`src/rtl/pulsador_pkg.sv`:
```
// pulsador_pkg: shared types and constants for the button debouncer
package pulsador_pkg;

    typedef enum logic [1:0] {
        STABLE_LO = 2'd0,
        CHK_HI    = 2'd1,
        STABLE_HI = 2'd2,
        CHK_LO    = 2'd3
    } ch_state_t;

    localparam int CH_A     = 0;
    localparam int CH_B     = 1;
    localparam int CH_OP    = 2;
    localparam int CH_RESET = 3;

    localparam int DEB_CYCLES_DEFAULT = 1000000;

endpackage

```
`src/rtl/pulsador_debouncer_channel.sv`:
```
// debounce_channel: 2-flop synchroniser plus debounce FSM for one button, emits a rise pulse (DEBOUNCE_BYPASS_EN skips the debounce)
module debounce_channel
    import pulsador_pkg::*;
#(
    parameter int DEB_CYCLES = DEB_CYCLES_DEFAULT,
    parameter int CNT_W      = 20
) (
    input  logic clk,
    input  logic reset_n,
    input  logic raw,
    output logic rise_pulse,
    output logic checking
);

    logic s1, s2;

    // two-flop synchroniser for the asynchronous button
    always_ff @(posedge clk or negedge reset_n) begin
        if (!reset_n) begin
            s1 <= 1'b0;
            s2 <= 1'b0;
        end else begin
            s1 <= raw;
            s2 <= s1;
        end
    end

`ifdef DEBOUNCE_BYPASS_EN
    logic lvl;

    // stable level follows the synchronised level directly
    always_ff @(posedge clk or negedge reset_n) begin
        if (!reset_n) begin
            lvl        <= 1'b0;
            rise_pulse <= 1'b0;
        end else begin
            lvl        <= s2;
            rise_pulse <= s2 & ~lvl;
        end
    end

    assign checking = 1'b0;
`else
    localparam logic [CNT_W-1:0] LAST = CNT_W'(DEB_CYCLES - 1);

    ch_state_t        state, state_nx;
    logic [CNT_W-1:0] cnt, cnt_nx;
    logic             rise_nx;

    // state, counter and registered rise pulse
    always_ff @(posedge clk or negedge reset_n) begin
        if (!reset_n) begin
            state      <= STABLE_LO;
            cnt        <= '0;
            rise_pulse <= 1'b0;
        end else begin
            state      <= state_nx;
            cnt        <= cnt_nx;
            rise_pulse <= rise_nx;
        end
    end

    // a level change is accepted only after DEB_CYCLES consecutive agreeing samples
    always_comb begin
        state_nx = state;
        cnt_nx   = cnt;
        rise_nx  = 1'b0;
        case (state)
            STABLE_LO: if (s2) begin
                state_nx = CHK_HI;
                cnt_nx   = '0;
            end
            CHK_HI: if (!s2) state_nx = STABLE_LO;
                else if (cnt == LAST) begin
                    state_nx = STABLE_HI;
                    rise_nx  = 1'b1;
                end else cnt_nx = cnt + 1'b1;
            STABLE_HI: if (!s2) begin
                state_nx = CHK_LO;
                cnt_nx   = '0;
            end
            CHK_LO: if (s2) state_nx = STABLE_HI;
                else if (cnt == LAST) state_nx = STABLE_LO;
                else cnt_nx = cnt + 1'b1;
            default: state_nx = STABLE_LO;
        endcase
    end

    assign checking = (state == CHK_HI) || (state == CHK_LO);
`endif

endmodule

```
`src/rtl/pulsador_debouncer.sv`:
```
// pulsador_debouncer: debounces buttons into prioritised one-hot strobes with a frozen data bus (DEBOUNCE_BYPASS_EN skips debounce)
module pulsador_debouncer
    import pulsador_pkg::*;
#(
    parameter int NBITS      = 8,
    parameter int N_SEL      = 3,
    parameter int DEB_CYCLES = DEB_CYCLES_DEFAULT,
    parameter int CNT_W      = 20
) (
    input  logic             clk,
    input  logic             reset_n,
    input  logic [N_SEL-1:0] pulsador_raw,
    input  logic             btn_Reset_raw,
    input  logic [NBITS-1:0] entrada_raw,
    output logic [N_SEL-1:0] pulsador,
    output logic             btn_Reset,
    output logic [NBITS-1:0] entrada,
    output logic             busy
);

    localparam int NCH = N_SEL + 1;

    logic [NCH-1:0]   raw, rise, chk, pending, strobe, req, grant;
    logic [N_SEL-1:0] sel_req;
    logic [NBITS-1:0] e1, e2;

    assign raw = {btn_Reset_raw, pulsador_raw};

    for (genvar g = 0; g < NCH; g++) begin : g_ch
        debounce_channel #(
            .DEB_CYCLES(DEB_CYCLES),
            .CNT_W     (CNT_W)
        ) u_ch (
            .clk       (clk),
            .reset_n   (reset_n),
            .raw       (raw[g]),
            .rise_pulse(rise[g]),
            .checking  (chk[g])
        );
    end

    // reset button wins, then the lowest-numbered select button
    always_comb begin
        req     = pending | rise;
        sel_req = req[N_SEL-1:0];
        grant   = req[N_SEL] ? {1'b1, {N_SEL{1'b0}}} : {1'b0, sel_req & (~sel_req + N_SEL'(1))};
    end

    // one registered strobe per cycle; ungranted requests stay pending
    always_ff @(posedge clk or negedge reset_n) begin
        if (!reset_n) begin
            pending <= '0;
            strobe  <= '0;
        end else begin
            pending <= req & ~grant;
            strobe  <= grant;
        end
    end

    // data synchroniser; output freezes while anything is pending or strobing
    always_ff @(posedge clk or negedge reset_n) begin
        if (!reset_n) begin
            e1      <= '0;
            e2      <= '0;
            entrada <= '0;
        end else begin
            e1 <= entrada_raw;
            e2 <= e1;
            if (!(|pending) && !(|strobe)) entrada <= e2;
        end
    end

    assign pulsador  = strobe[N_SEL-1:0];
    assign btn_Reset = strobe[N_SEL];
    assign busy      = |{pending, chk, strobe};

endmodule

```
`config.mk`:
```
export PLATFORM = sky130hd
export DESIGN_NAME = pulsador_debouncer
export DESIGN_NICKNAME = d
export VERILOG_FILES = /design/src/rtl/pulsador_pkg.sv /design/src/rtl/pulsador_debouncer_channel.sv /design/src/rtl/pulsador_debouncer.sv
export SDC_FILE = /design/constraint.sdc
export NUM_CORES = 1
export LEC_CHECK = 0
export ABC_AREA = 1
export CORE_UTILIZATION = 49
export DETAILED_ROUTE_END_ITERATION = 8
export PLACE_DENSITY = 0.66
export RECOVER_POWER = 25
export SETUP_SLACK_MARGIN = 0.15
export SKIP_CTS_REPAIR_TIMING = 1
export SYNTH_ARGS = -nofsm -noshare
export SYNTH_HDL_FRONTEND = slang
export SYNTH_SLANG_ARGS = --single-unit
```
`constraint.sdc`:
```
create_clock -name clk -period 3.2 [get_ports clk]
set_clock_uncertainty 0.15 [all_clocks]
set_input_delay 0.32 -clock clk [delete_from_list [all_inputs] [get_ports clk]]
set_output_delay 0.32 -clock clk [all_outputs]
set_load 0.005 [all_outputs]
```
==> results of run 1 <==
==> cell usage in the layout, fill, tap and decap left out, types with 5 or more instances in the layout <==
cell type	n
sky130_fd_sc_hd__o21ai_1	10
sky130_fd_sc_hd__nand2_1	335
sky130_fd_sc_hd__nand4_1	35
sky130_fd_sc_hd__and2_1	9
sky130_fd_sc_hd__buf_4	5
sky130_fd_sc_hd__o21ai_0	50
sky130_fd_sc_hd__clkbuf_16	17
sky130_fd_sc_hd__nor2_4	7
sky130_fd_sc_hd__clkinv_4	5
sky130_fd_sc_hd__nor3_1	18
sky130_fd_sc_hd__xor2_1	17
sky130_fd_sc_hd__inv_1	90
sky130_fd_sc_hd__clkdlybuf4s50_1	13
sky130_fd_sc_hd__nor2_1	139
sky130_fd_sc_hd__dlygate4sd3_1	13
sky130_fd_sc_hd__dfrtp_1	131
sky130_fd_sc_hd__o21ai_2	10
sky130_fd_sc_hd__nand3_1	93
==> power breakdown <==
part	total [mW]	switching, mW	internal, mW
clock network	2.02	0.770	1.25
registers	1.74	0.0428	1.70
logic	0.168	0.112	0.0552
total	3.93	0.925	3.01
==> logic make-up (layout without fill, tap and decap cells) <==
logic type | count (synthesis) | after routing | share of synthesized area, %
and+or+nand+nor | 652 | 652 | 38.6
DFF | 131 | 131 | 45.1
xor gates and xnor gates | 21 | 21 | 2.53
buffers and inverters | 117 | 161 | 7.35
adders and majority gates | 4 | 4 | 0.688
AOI/OAI and AO/OA | 74 | 74 | 5.71
==> worst paths after layout <==
| path | slack [ns] | cells past startpoint | endpoint | start |
|---|---|---|---|---|
| worst max-delay path | 0.68 | 6 | busy | strobe[1] |
| worst min-delay path | 0.20 | 0 | g_ch[0].u_ch.s2 | g_ch[0].u_ch.s1 |
| worst max register to register | 0.92 | 8 | g_ch[1].u_ch.cnt[16] | g_ch[1].u_ch.cnt[0] |
| worst min register to register | 0.20 | 0 | g_ch[0].u_ch.s2 | g_ch[0].u_ch.s1 |
| max in group asynchronous | 0.90 | 2 | e1[7] | reset_n |
| min in group asynchronous | 0.82 | 2 | g_ch[1].u_ch.cnt[12] | reset_n |
==> cell type report <==
cell class | instances | area, um^2 | area share (%)
Multi-Input combinational cell | 751 | 3460 | 41.7
Sequential cell | 131 | 3280 | 39.6
Clock buffer | 18 | 439 | 5.30
Inverter | 96 | 377 | 4.55
Timing Repair Buffer | 33 | 323 | 3.90
Tap cell | 184 | 230 | 2.78
Clock inverter | 14 | 179 | 2.16
==> sequential cells by signal (all words and copies together) (netlist names), named ones only <==
| name | flops |
|---|---|
| e1 | 8 |
| e2 | 8 |
| entrada | 8 |
| g_ch.u_ch.cnt | 80 |
| g_ch.u_ch.rise_pulse | 4 |
| g_ch.u_ch.s1 | 4 |
| g_ch.u_ch.s2 | 4 |
| g_ch.u_ch.state | 4 |
| pending | 3 |
| strobe | 4 |
==> critical path: stages, from the launching register on <==
cell and delay (ns):
sky130_fd_sc_hd__dfrtp_1 0.37, sky130_fd_sc_hd__nor2_1 0.10, sky130_fd_sc_hd__nand2_1 0.08, sky130_fd_sc_hd__nor4_2 0.19, sky130_fd_sc_hd__buf_4 0.26, sky130_fd_sc_hd__nand3_1 0.15
sky130_fd_sc_hd__clkdlybuf4s50_1 0.47
==> per-stage QoR <==
| step | power, mW | instances |
|---|---|---|
| floorplan | 1.86 | 999 |
| global placement | 1.94 | 1194 |
| detailed placement | 1.94 | 1194 |
| CTS | 3.98 | 1226 |
| global route | 4.08 | 1227 |
| finish | 3.93 | 1227 |
==> synthesized netlist by cell type, types with 4 or more instances <==
cell / count
sky130_fd_sc_hd__xnor2_1: 4
sky130_fd_sc_hd__xor2_1: 17
sky130_fd_sc_hd__dfrtp_1: 131
sky130_fd_sc_hd__nor2_4: 7
sky130_fd_sc_hd__and2_1: 9
sky130_fd_sc_hd__nand3_1: 93
sky130_fd_sc_hd__inv_1: 90
sky130_fd_sc_hd__nand4_1: 35
sky130_fd_sc_hd__ha_1: 4
sky130_fd_sc_hd__o21ai_2: 10
sky130_fd_sc_hd__o21ai_0: 50
sky130_fd_sc_hd__nand2_1: 335
sky130_fd_sc_hd__clkbuf_1: 5
sky130_fd_sc_hd__nor3_1: 18
sky130_fd_sc_hd__nor2_1: 139
sky130_fd_sc_hd__or2_2: 4
sky130_fd_sc_hd__buf_6: 7
sky130_fd_sc_hd__o21ai_1: 10
==> per-layer routing <==
metal,up-vias,track usage [%],part of all wire [%]
li1,3249,-,-
met1,2880,32.5,50
met3,21,5.13,3.9
met2,135,35.1,45
met5,-,0,0
met4,0,7.76,1.0
==> metrics list, run 1 <==
- Setup Viol. Count Final: 0
* Failing checks: capacitance limit, slew limit
- For this run, asynchronously set or reset flops after synthesis account for 100%.
- First-iteration detailed-routing DRC count: between 500 and 600
- Distinct cell type count of the synthesized netlist: 36
- Sum of net half-perimeters after detailed placement: 11300 um
- Dominant synthesized flop cell: sky130_fd_sc_hd__dfrtp_1
- Kind of start point of the critical path: flop
- The placed instances occupy a cell area of 0.00766 mm^2.
- Via count: 6285
- WS Path Type: reg2out
- Maximum number of pins on one net before global-route repair: 80
- The number of global-route vias before repair was around 5700.
- The first global-routing pass estimated 27300 um of wire.
- Netlist area before placement: 0.00727 mm^2
- Post-synth EDFFs: 0
- STA classifies the critical path endpoint as an output pin.
- In the routed design, unresolved DRC markers number 0.
* Post-Layout Inst Area: 0.00828 mm^2
* Die X: around 120 um
- The die is 124 um tall.
- Data on the critical path arrives at its endpoint at 2.05 ns.
* Count of max-cap constraint violations: 1
- Initial Utilization: roughly 50%
- Across all setup checks in the final design, the least slack found is 0.685 ns.
* Mean routed wirelength per cell: 13.2 um
- Number of sinks handled by clock tree synthesis: between 100 and 150
* Max-slew violation total from the final report: 79
- Largest cells by area after synthesis: sky130_fd_sc_hd__dfrtp_1 (45%), sky130_fd_sc_hd__nand2_1 (17%), sky130_fd_sc_hd__nor2_1 (7.2%)
* Least-Margin Pin Slew: 1.95 ns
- Peak ir drop on the vdd network: 0.409 mV
* Post-synthesis area per instance: 7.28 um^2
- In this run the worst hold path is classified as reg2reg.
- Clock Tree Buf Depth: 2
* Synthesis-to-layout area growth: 13.9%
* Final Util: between 50% and 60%
- In this run the tightest slew margin relative to its limit is -30.1%.
* Highest attainable clock frequency: 398 MHz
- In this run the number of H-tree levels came out at 4.
- Hold timing on the final database bottoms out at a slack of 0.198 ns.
* Initial antenna violation count: 0
* Cell taking the most area after synthesis: sky130_fd_sc_hd__dfrtp_1
- At the placement stage, the worst setup path has a slack of around 0.93 ns.
* Number of placed I/O pins: 27
* Overall global routing resource usage: between 20% and 30%
* Core footprint: approximately 0.014 mm^2
- Final Hold Viols: 0
- In this run the clock root is driven by a sky130_fd_sc_hd__clkbuf_16.
* Final weighted congestion in routability-driven placement: 0.916
* Die Area: 0.0153 mm^2
* Proportion of netlist area held by the largest area contributor: 45.1%
* Std-Cell Rows: 44
* Gate count of the mapped netlist: 999
- Aggregate negative setup slack: 0 ns
- Post-synthesis register bit count: 131
- 0 antenna diodes ended up in the layout.
- The filler cells instantiated in the layout total 1353.
- Summed over all layers, the global routing overflow is 0.
* Clock latency on the worst-skew pair: 0.42 ns
* Critical path peak fanout: 17
- Aggregate routed wire length: 16200 um
- In the finished design, the share of the clock period the worst path needs comes to roughly 79%.
- Post-layout min period: 2.52 ns
- TritonCTS built the clock tree.
- DRT Pass-1 Iters: 5
- Clock transition at the register clock pins on the worst setup and hold paths after CTS: 0.06 ns
- Proportion of synthesized chip area in sequential cells: 45.1%
- The net count of the finished layout is 1048.
- RSZ-0062 raised after global routing: no
* Layout cell share with drive strength beyond 1: 7.09%
* Post-synth net total: 1017
- Number of clock buffers inserted by TritonCTS: 17
- For this design the static power due to leakage is roughly 3.6 nW.
* Worst Path Required: 2.73 ns
- Run status: finished with violations
- Total of buffers placed on input and output ports: 26
* Vias per inst: between 5 and 6
* Remaining antenna violation count after routing: 0
- Dividing total power by cell area gives a power density of roughly 470 mW/mm^2.
* Total of warnings raised by yosys: 0
(Power assumes the default switching activity.)
==> inputs of run 2 (changes only) <==
--- a/config.mk
+++ b/config.mk
@@ -8,7 +8,7 @@
 export ABC_AREA = 1
 export CORE_UTILIZATION = 49
 export DETAILED_ROUTE_END_ITERATION = 8
-export PLACE_DENSITY = 0.66
+export PLACE_DENSITY = 0.69
 export RECOVER_POWER = 25
 export SETUP_SLACK_MARGIN = 0.15
 export SKIP_CTS_REPAIR_TIMING = 1
==> constraint.sdc (replaced) <==
create_clock -name clk -period 2.1 [get_ports clk]
set_clock_uncertainty 0.15 [all_clocks]
set_input_delay 0.21 -clock clk [delete_from_list [all_inputs] [get_ports clk]]
set_output_delay 0.21 -clock clk [all_outputs]
set_load 0.005 [all_outputs]
==> run 2 against run 1 <==
Against the previous run:
- the flow now finishes without violations
- first-iteration DRC count is 16% higher
- combinational power is 71% higher
- register-to-register slack worse by 0.65 ns
- critical path depth is 2 higher
- sequential share of layout area is 0.56 points lower
- utilization is 0.85 points higher
- non-clock buffer count is 13 higher
- wire length is 2.6% lower
- largest cell class unchanged
==> metrics list, run 2 (synthesis gave the netlist of run 1 again) <==
- Root buf cell: sky130_fd_sc_hd__clkbuf_16
* Sum of net half-perimeters after detailed placement: 11200 um
- DRT Pass-1 Iters: 5
* Startpoint of the lowest-slack register-to-register path: g_ch[2].u_ch.cnt[0]
- TritonCTS built the clock tree.
- The worst path in the final design needs a cycle of 1.83 ns, including I/O delays and setup.
* Final Hold Viols: 0
* Vias per inst: 5.16
- Max-cap violations in this run came to 0.
* Critical Path End Type: flop
* Die X: 124 um
- Setup violations remaining at the end of the flow were counted as 0.
- Overall global routing resource usage: 22.7%
* Maximum level of the CTS H-tree: 4
* Worst setup slack for register-to-register paths: 0.27 ns
* Hold Path Class: in2async
- The core region is 0.0145 mm^2.
* Run status: finished, final reports clean
- Setup repair after global routing left no endpoint under its margin.
- 0 antenna diodes ended up in the layout.
- Largest register by flop count: g_ch.u_ch.cnt
- The first global-routing pass estimated 27000 um of wire.
* Number of placed I/O pins: 27
- The congestion estimate from routability-driven global placement came to 0.949.
- Top library cells by usage in the layout, fill and taps aside: sky130_fd_sc_hd__nand2_1 (335), sky130_fd_sc_hd__nor2_1 (139), sky130_fd_sc_hd__dfrtp_1 (130)
* First-iteration detailed-routing DRC count: about 600
* Number of global-route vias before repair: 5756
* Mean routed wirelength per cell: 12.7 um
- The worst register-to-register path ends at g_ch[2].u_ch.cnt[3].
- Initial Utilization: ~50%
- Peak ir drop on the vdd network: ~0.6 mV
- Aggregate negative setup slack: 0 ns
* Via count: 6394
* Die Y-Extent: about 120 um
* Max-slew violation total from the final report: 0
- The tightest hold path in the finished design has a slack of 0.0521 ns.
* Aggregate routed wire length: 15800 um
* Clock transition at the register clock pins on the worst setup and hold paths after CTS: 0.06 ns
- Dividing the final minimum period by the clock period gives 87.3%.
- Number of clock buffers inserted by TritonCTS: 17
- At the pin with the least slew margin, the transition time is 1.06 ns.
- The floorplan has 44 rows.
- Data on the critical path is required at its endpoint by 2.24 ns.
- The library cell used most frequently in the layout, excluding fill and tap cells, is sky130_fd_sc_hd__nand2_1.
- In this run the power density over the cells is about 710 mW/mm^2.
* Nets: 1061
- Static leakage power: around 3.7 nW
- The count of buffers added on input and output ports is 26.
- The register with the most flip-flops in the layout has 80 of them.
- Number of sinks handled by clock tree synthesis: 131
- Synthesis-to-layout area growth: 15.6%
- Number of fill cells in the layout: 1312
* Highest attainable clock frequency: approximately 550 MHz
* Remaining antenna violation count after routing: 0
- Kind of start point of the critical path: flop
- Initial antenna violation count: 0
- The floorplan step defined a die boundary enclosing 0.0153 mm^2.
- No sink is reached through more buffers than the 2 on the longest clock path.
- In the final layout, the share of cells above drive strength 1 is 8.43%.
- After global routing the overflow that remains totals 0.
- The number of cells on the worst reg-to-reg path is 8.
- Entering global routing, the biggest net connects 62 pins.
* Slew HR: 29.0%
* Endpoint arrival time on the critical path: 1.97 ns
- WS Path Type: reg2reg
* Critical path peak fanout: 10
- The later pin in the worst-skew pair is clocked with a latency of 0.42 ns.
- In the routed design, unresolved DRC markers number 0.
[run 2: cell count changes in the layout (fill, tap and decap cells not counted), moves of 2 or more]
cell,delta
sky130_fd_sc_hd__clkinv_4,-3
sky130_fd_sc_hd__clkinv_2,-2
sky130_fd_sc_hd__inv_6,+4
sky130_fd_sc_hd__buf_4,+12
[run 2: layout make-up]
cell class | count | area (um^2) | share of cell area (%)
multi-input cells | 751 | 3480 | 41.4
flip-flops and latches | 131 | 3280 | 39.0
clock buffers | 18 | 439 | 5.22
repair buffers | 46 | 427 | 5.08
inverters | 96 | 385 | 4.58
well taps | 184 | 230 | 2.74
clock inverters | 14 | 166 | 1.98
[run 2: routing by layer]
| metal | vias up | share of wire (%) | global-route usage [%] |
|---|---|---|---|
| met2 | 154 | 45 | 34.7 |
| met3 | 23 | 4.8 | 5.95 |
| li1 | 3295 | - | - |
| met1 | 2922 | 49 | 31.3 |
| met4 | 0 | 1.5 | 7.08 |
| met5 | - | 0 | 0 |
[run 2: power by group]
group	internal, mW	switching [mW]	leakage [nW]
Clock	1.82	1.22	0.288
Combinational	0.103	0.185	1.63
Sequential	2.59	0.0528	1.74
[run 2: stage by stage]
stage	power [mW]	std cells	worst slack, ns	cell area, um^2	util [%]
detailed placement	2.97	1203	0.159	7740	53.5
global placement	2.97	1203	0.200	7740	53.5
global route	6.20	1240	0.136	8410	58.1
CTS	6.04	1235	-0.0915	8350	57.7
finish	5.97	1240	0.267	8410	58.1
floorplan	2.83	999	0.337	7270	-
[run 2: worst max-delay path: stages (launching register included)]
cell and delay [ns]:
sky130_fd_sc_hd__dfrtp_1 0.41, sky130_fd_sc_hd__ha_1 0.22, sky130_fd_sc_hd__nand2_1 0.12, sky130_fd_sc_hd__nor2_4 0.06, sky130_fd_sc_hd__nand3_1 0.09, sky130_fd_sc_hd__nor2_2 0.06
sky130_fd_sc_hd__nor2_4 0.24, sky130_fd_sc_hd__buf_4 0.24, sky130_fd_sc_hd__o21ai_0 0.11
[run 2: worst max path at each step]
stage	start	to	slack [ns]
after floorplan	g_ch[1].u_ch.cnt[0]	g_ch[1].u_ch.cnt[16]	0.34
after global placement	g_ch[3].u_ch.cnt[0]	g_ch[3].u_ch.cnt[8]	0.20
after detailed placement	g_ch[3].u_ch.cnt[0]	g_ch[3].u_ch.cnt[15]	0.16
after CTS	strobe[1]	busy	-0.09
final	g_ch[2].u_ch.cnt[0]	g_ch[2].u_ch.cnt[3]	0.27
after global routing	reset_n	g_ch[0].u_ch.cnt[13]	0.14
==> inputs of run 3 (changes only) <==
--- a/config.mk
+++ b/config.mk
@@ -10,6 +10,7 @@
 export DETAILED_ROUTE_END_ITERATION = 8
 export PLACE_DENSITY = 0.69
 export RECOVER_POWER = 25
+export REMOVE_ABC_BUFFERS = 1
 export SETUP_SLACK_MARGIN = 0.15
 export SKIP_CTS_REPAIR_TIMING = 1
 export SYNTH_ARGS = -nofsm -noshare
==> run 3 against run 2 <==
Against the previous run:
- hold slack gained 0.14 ns
- die area stayed put
- largest cell class unchanged
- critical path depth shrank 3
- largest power group unchanged
- maximum frequency down 2.5%
- via count is 0.94% higher
- clock power is 7% higher
- total power increased by 3.8%
- clock-buffer cell count is 5 higher
==> metrics list, run 3 (synthesis gave the netlist of run 1 again) <==
* Run status: finished, final reports clean
- DRT Pass-1 Iters: 5
* Max reg flops: 80
- For this block, the routed nets add up to 16400 um of wire.
- The initial antenna violation count was 0.
- At the later pin of the worst-skew pair, clock insertion delay measures 0.42 ns.
* Cell area after placement: 0.00776 mm^2
- Hold Startpoint: pulsador_raw[0]
* RSZ-0062 raised after global routing: no
- Clock transition at the register clock pins on the worst setup and hold paths after CTS: 0.06 ns
* Worst Setup Slack post-DPL: -0.0291 ns
- WS Path Type: reg2out
* Endpoint arrival time on the critical path: 1.52 ns
- Final weighted congestion in routability-driven placement: 0.919
- Maximum number of pins on one net before global-route repair: 42
* Synthesis-to-layout area growth: 17.8%
- Count of max-cap constraint violations: 0
- Top library cells by usage in the layout, fill and taps aside: sky130_fd_sc_hd__nand2_1 (335), sky130_fd_sc_hd__nor2_1 (139), sky130_fd_sc_hd__dfrtp_1 (130)
- Final Util: 59.1%
- Grt ovf: 0
- Std-Cell Rows: 44
- In this run the standard cell core region covers 0.0145 mm^2.
- Initial Utilization: about half
* Clock tree from TritonCTS: done
* Layout cell share with drive strength beyond 1: 9.79%
- The worst path in the final design needs a cycle of 1.88 ns, including I/O delays and setup.
- Setup Viol. Count Final: 0
- Max-slew violation total from the final report: 0
* Slew HR: a little under 30%
- Cell internal power was estimated by the tool at 4.87 mW.
- In the global route stage, overall resource usage came out at a little under a quarter.
- Hold Path Class: in2reg
- Die Area: 0.0153 mm^2
- Combinational logic is responsible for 5.0% of the overall power.
* Peak ir drop on the vdd network: 0.597 mV
- The floorplan step set the die height to between 100 and 150 um.
- Remaining antenna violation count after routing: 0
- Smallest setup slack after layout: 0.220 ns
- Tracing the worst setup path back leads to its startpoint at strobe[0].
- In this run the clock root is driven by a sky130_fd_sc_hd__clkbuf_16.
- Top Family by Delay on Critical Path: simple AND/OR/NAND/NOR gates
* Total of buffers placed on input and output ports: 26
* Switching share of total power: 21.3%
- The signal on the critical path passes through nor2_1 -> nand2_1 -> nor4_4 -> nand3_2 -> clkbuf_2.
- The library cell used most frequently in the layout, excluding fill and tap cells, is sky130_fd_sc_hd__nand2_1.
- Post-Layout Inst Area: 0.00856 mm^2
* DP Cell Count: 1206
- Detailed placement finished with a half-perimeter wire length of between 10000 and 15000 um.
* First-iteration detailed-routing DRC count: between 400 and 500
* Number of diodes: 0
* Number of fill cells in the layout: 1313
- The worst setup path is launched from a flop.
- The clock tree synthesis step divided the H-tree into 4 levels.
* Finished Layout Cells: 1257
* Global-route wire length before repair: 27800 um
- Number of sinks handled by clock tree synthesis: about 130
- Timing would allow up to 532 MHz.
- Via count: 6454
* Clock network fraction of design power: 52.3%
- 27 I/O pins were placed.
- The clock passes through at most 2 buffers.
- In the final design database the tool counted ~1100 nets.
- The number of global-route vias before repair was 5988.
* Mean routed wirelength per cell: 13.0 um
- Number of clock buffers inserted by TritonCTS: 17
* Highest cell delay on the worst timing path: 0.40 ns
* Static leakage power: 3.75 nW
- After detailed routing, the number of vias per cell comes to approximately 5.1.
* Critical Path End Type: output pin
* Aggregate negative setup slack: 0 ns
- From left edge to right edge, the die measures 124 um.
- Largest register by flop count: g_ch.u_ch.cnt
* NetSw: 1.32 mW
* Final period util: 89.5%
- Pwr/cell area: 723 mW/mm^2
- Least-Margin Pin Slew: 1.05 ns
- In this run the worst path has a maximum fanout of 2.
- The worst register-to-register path begins at g_ch[1].u_ch.cnt[0].
- Worst Path Required: 1.74 ns
* Number of DRC violations after detailed routing: 0
* Share of total power in sequential cells: between 40% and 50%
- Slowest stage cell on the critical path: sky130_fd_sc_hd__dfrtp_1
* Worst path bufs/invs: 1
- The final hold violation count came to 0.
==> run 3: area by class of cell <==
class,count,area [um^2],share of cell area (%)
Inverter,96,378,4.41
Clock inverter,9,176,2.06
Clock buffer,23,468,5.47
Sequential cell,131,3280,38.3
Tap cell,184,230,2.69
Multi-Input combinational cell,751,3490,40.7
Timing Repair Buffer,63,543,6.34
==> run 3: power groups by stage <==
stage	clock (mW)	sequential, mW	combinational, mW
final	3.24	2.64	0.307
after global routing	3.41	2.65	0.357
after CTS	3.30	2.64	0.298
after detailed placement	0	2.68	0.293
after global placement	0	2.68	0.291
after floorplan	0	2.68	0.118
==> run 3: final timing paths <==
check | end | cells past startpoint | slack [ns]
max | busy | 5 | 0.22
min | g_ch[0].u_ch.s1 | 1 | 0.19
max reg2reg | g_ch[1].u_ch.cnt[15] | 8 | 0.26
min reg2reg | e2[1] | 0 | 0.20
max in group asynchronous | g_ch[1].u_ch.s1 | 3 | 0.37
min in group asynchronous | g_ch[0].u_ch.cnt[12] | 2 | 0.37
==> run 3: through the flow <==
step / power, mW / hold WS (ns)
after global placement: 2.97 / 0.00989
after detailed placement: 2.98 / 0.00796
after floorplan: 2.80 / -0.236
final: 6.19 / 0.193
after CTS: 6.24 / -0.443
after global routing: 6.41 / 0.181
==> run 3: metal layers <==
layer	GRT usage (%)	part of all wire (%)	vias up
met1	31.6	49	2967
met5	0	0	-
met4	7.83	1.4	0
met2	36.6	46	139
li1	-	-	3323
met3	4.95	4.1	25
==> edit: new RTL, config.mk and constraints of run 1 <==
`pending` no longer has a reset.
--- a/src/rtl/pulsador_debouncer.sv
+++ b/src/rtl/pulsador_debouncer.sv
@@ -49,12 +49,14 @@
     // one registered strobe per cycle; ungranted requests stay pending
     always_ff @(posedge clk or negedge reset_n) begin
         if (!reset_n) begin
-            pending <= '0;
             strobe  <= '0;
         end else begin
-            pending <= req & ~grant;
             strobe  <= grant;
         end
+    end
+
+    always_ff @(posedge clk) begin
+        pending <= req & ~grant;
     end
 
     // data synchroniser; output freezes while anything is pending or strobing
Behaviour: no difference found for any inputs over 10 cycles, from zero or initial values and one cycle with reset_n low; that may be too few to reach the edited logic, so the function may still have changed.
==> edit against run 1 <==
The run still ends with capacitance limit, slew limit left; power up 0.50%; synthesized area up 0.43%; routed wire length down 0.28%; sequential cell count unchanged; worst setup slack better by 0.074 ns; non-clock buffer count down 1; via count up 1.9%; sequential share of layout area down 0.31 points; final area up 0.33%.
==> edit: results (changes against run 1) <==
pin count of the biggest net entering global routing 69 (-14%); Antenna Cells 0 (unchanged); global-route wire length before repair 27.20 mm (-0.48%); Num CTS Buffers 17 (unchanged); violated checks capacitance limit, slew limit; peak fanout along the critical path 18 (+1); max reg flops 80 (unchanged); Post-synth top cells 332 x nand2_1, 143 x nor2_1, 128 x dfrtp_1; clk_lat worst skew 0.42 ns (about the same); # fillers 1,368 (+1.1%); IO Port Bufs 26 (unchanged); Cell variety after synth 37 (+2.8%); Reg with most FFs g_ch.u_ch.cnt; Syn. warnings 0 (unchanged); Final Wtd Congestion 0.9390 (+2.5%); final net count 1,052 (+0.38%); R2R Path Start g_ch[1].u_ch.cnt[0]$_DFFE_PN0P_; Slowest-stage cell, CP dfrtp_1; FFs w/ async S/R, synth 97.71% (-2.3 points); layout cells sized above 1 7.354% (+0.26 points); P_leak 3.600 nW (+0.47%); DPL Wire Length 11.22 mm (-0.68%); first-pass detailed-route iteration total 5 (unchanged); Chip Width 124.1 µm (+0.21%); DRC errors left 0 (unchanged); synth top area cells dfrtp_1 44%, nand2_1 17%, nor2_1 7.4%, nand3_1 6.3%, inv_1 4.8%; status finished with violations; post-route minimum period 2.442 ns (-0.07387 ns); crit path DAT 1.97 ns (-0.08 ns); GRT Util Overall 22.88% (-0.19 points); hold crit path type flop to flop; Longest Clk Path Bufs 2 (unchanged); max_slew headroom -4.338% (+26 points); syn nets 1,022 (+0.49%); vias in the first global route 5,687 (-0.66%); CTS H-tree depth 4 (unchanged); Critical Path Max Stage Delay 0.79 ns (+0.32 ns); Hold Crit Start e1[7]$_DFF_PN0_; initial antenna violation count 0 (unchanged); post-synthesis sequential area ratio 44.69% (-0.40 points); Total Wirelength 16.13 mm (-0.28%); Root Buffer clkbuf_16; MaxCap Viol Count 1 (unchanged); Post-synth top flop dfrtp_1; Worst-path clk slew 0.05 ns; vias post-DR 6,402 (+1.9%); Crit path max-delay family flip-flops; Worst Setup SP g_ch[2].u_ch.state[0]$_DFFE_PN0P_; initial DRC count 605 (+19%); maximum VDD drop 0.5647 mV (+38%); Slew Limit Fails 61 (-23%)
-- edit: stage by stage --
| step | hold WS [ns] | utilization, % | setup WS [ns] | cell area, µm² | std cells |
|---|---|---|---|---|---|
| after floorplan | -0.1256 | - | 1.401 | 7302 | 1004 |
| after global placement | 0.1837 | 52.90 | 0.9926 | 7689 | 1198 |
| after detailed placement | 0.1847 | 52.90 | 0.9272 | 7689 | 1198 |
| after CTS | -0.2521 | 57.16 | 0.7188 | 8308 | 1230 |
| after global routing | 0.2044 | 57.19 | 0.6245 | 8312 | 1231 |
| final | 0.1954 | 57.19 | 0.7584 | 8312 | 1231 |
-- edit: cell families after synthesis --
logic type / count (synthesis) / share of synthesized area (%)
flops: 131 / 44.69
compound gates: 74 / 5.912
xor+xnor: 19 / 2.279
simple gates: 657 / 38.93
fa+ha+maj: 4 / 0.6854
buf+inv: 119 / 7.505
-- edit: layout make-up --
cell class	instances	area share, %
timing repair buffer	32	3.793
multi-input combinational	754	42.10
inverter	98	4.621
clock inverter	10	1.867
tap	184	2.770
sequential	131	39.26
clock buffer	22	5.585
-- edit: per-layer routing --
metal	global-route usage, %	wire length, µm
met1	31.49	7802
met2	34.91	7282
met3	6.181	789
met4	7.292	258
met5	0	0
-- edit: power by group --
| part | total [W] | internal (W) | switching, W |
|---|---|---|---|
| Combinational | 0.000167 | 0.0000542 | 0.000113 |
| Sequential | 0.00174 | 0.00170 | 0.0000411 |
| Clock | 0.00205 | 0.00134 | 0.000708 |
| Total | 0.00395 | 0.00309 | 0.000862 |
-- edit: final timing paths --
kind	end	slack [ns]	cells past startpoint
max	busy	0.76	3
min	e2[7]$_DFF_PN0_	0.20	0
max reg2reg	g_ch[1].u_ch.cnt[7]$_DFFE_PN0P_	0.91	8
min reg2reg	e2[7]$_DFF_PN0_	0.20	0
max in group asynchronous	e2[2]$_DFF_PN0_	1.18	3
min in group asynchronous	g_ch[1].u_ch.cnt[8]$_DFFE_PN0P_	0.68	2
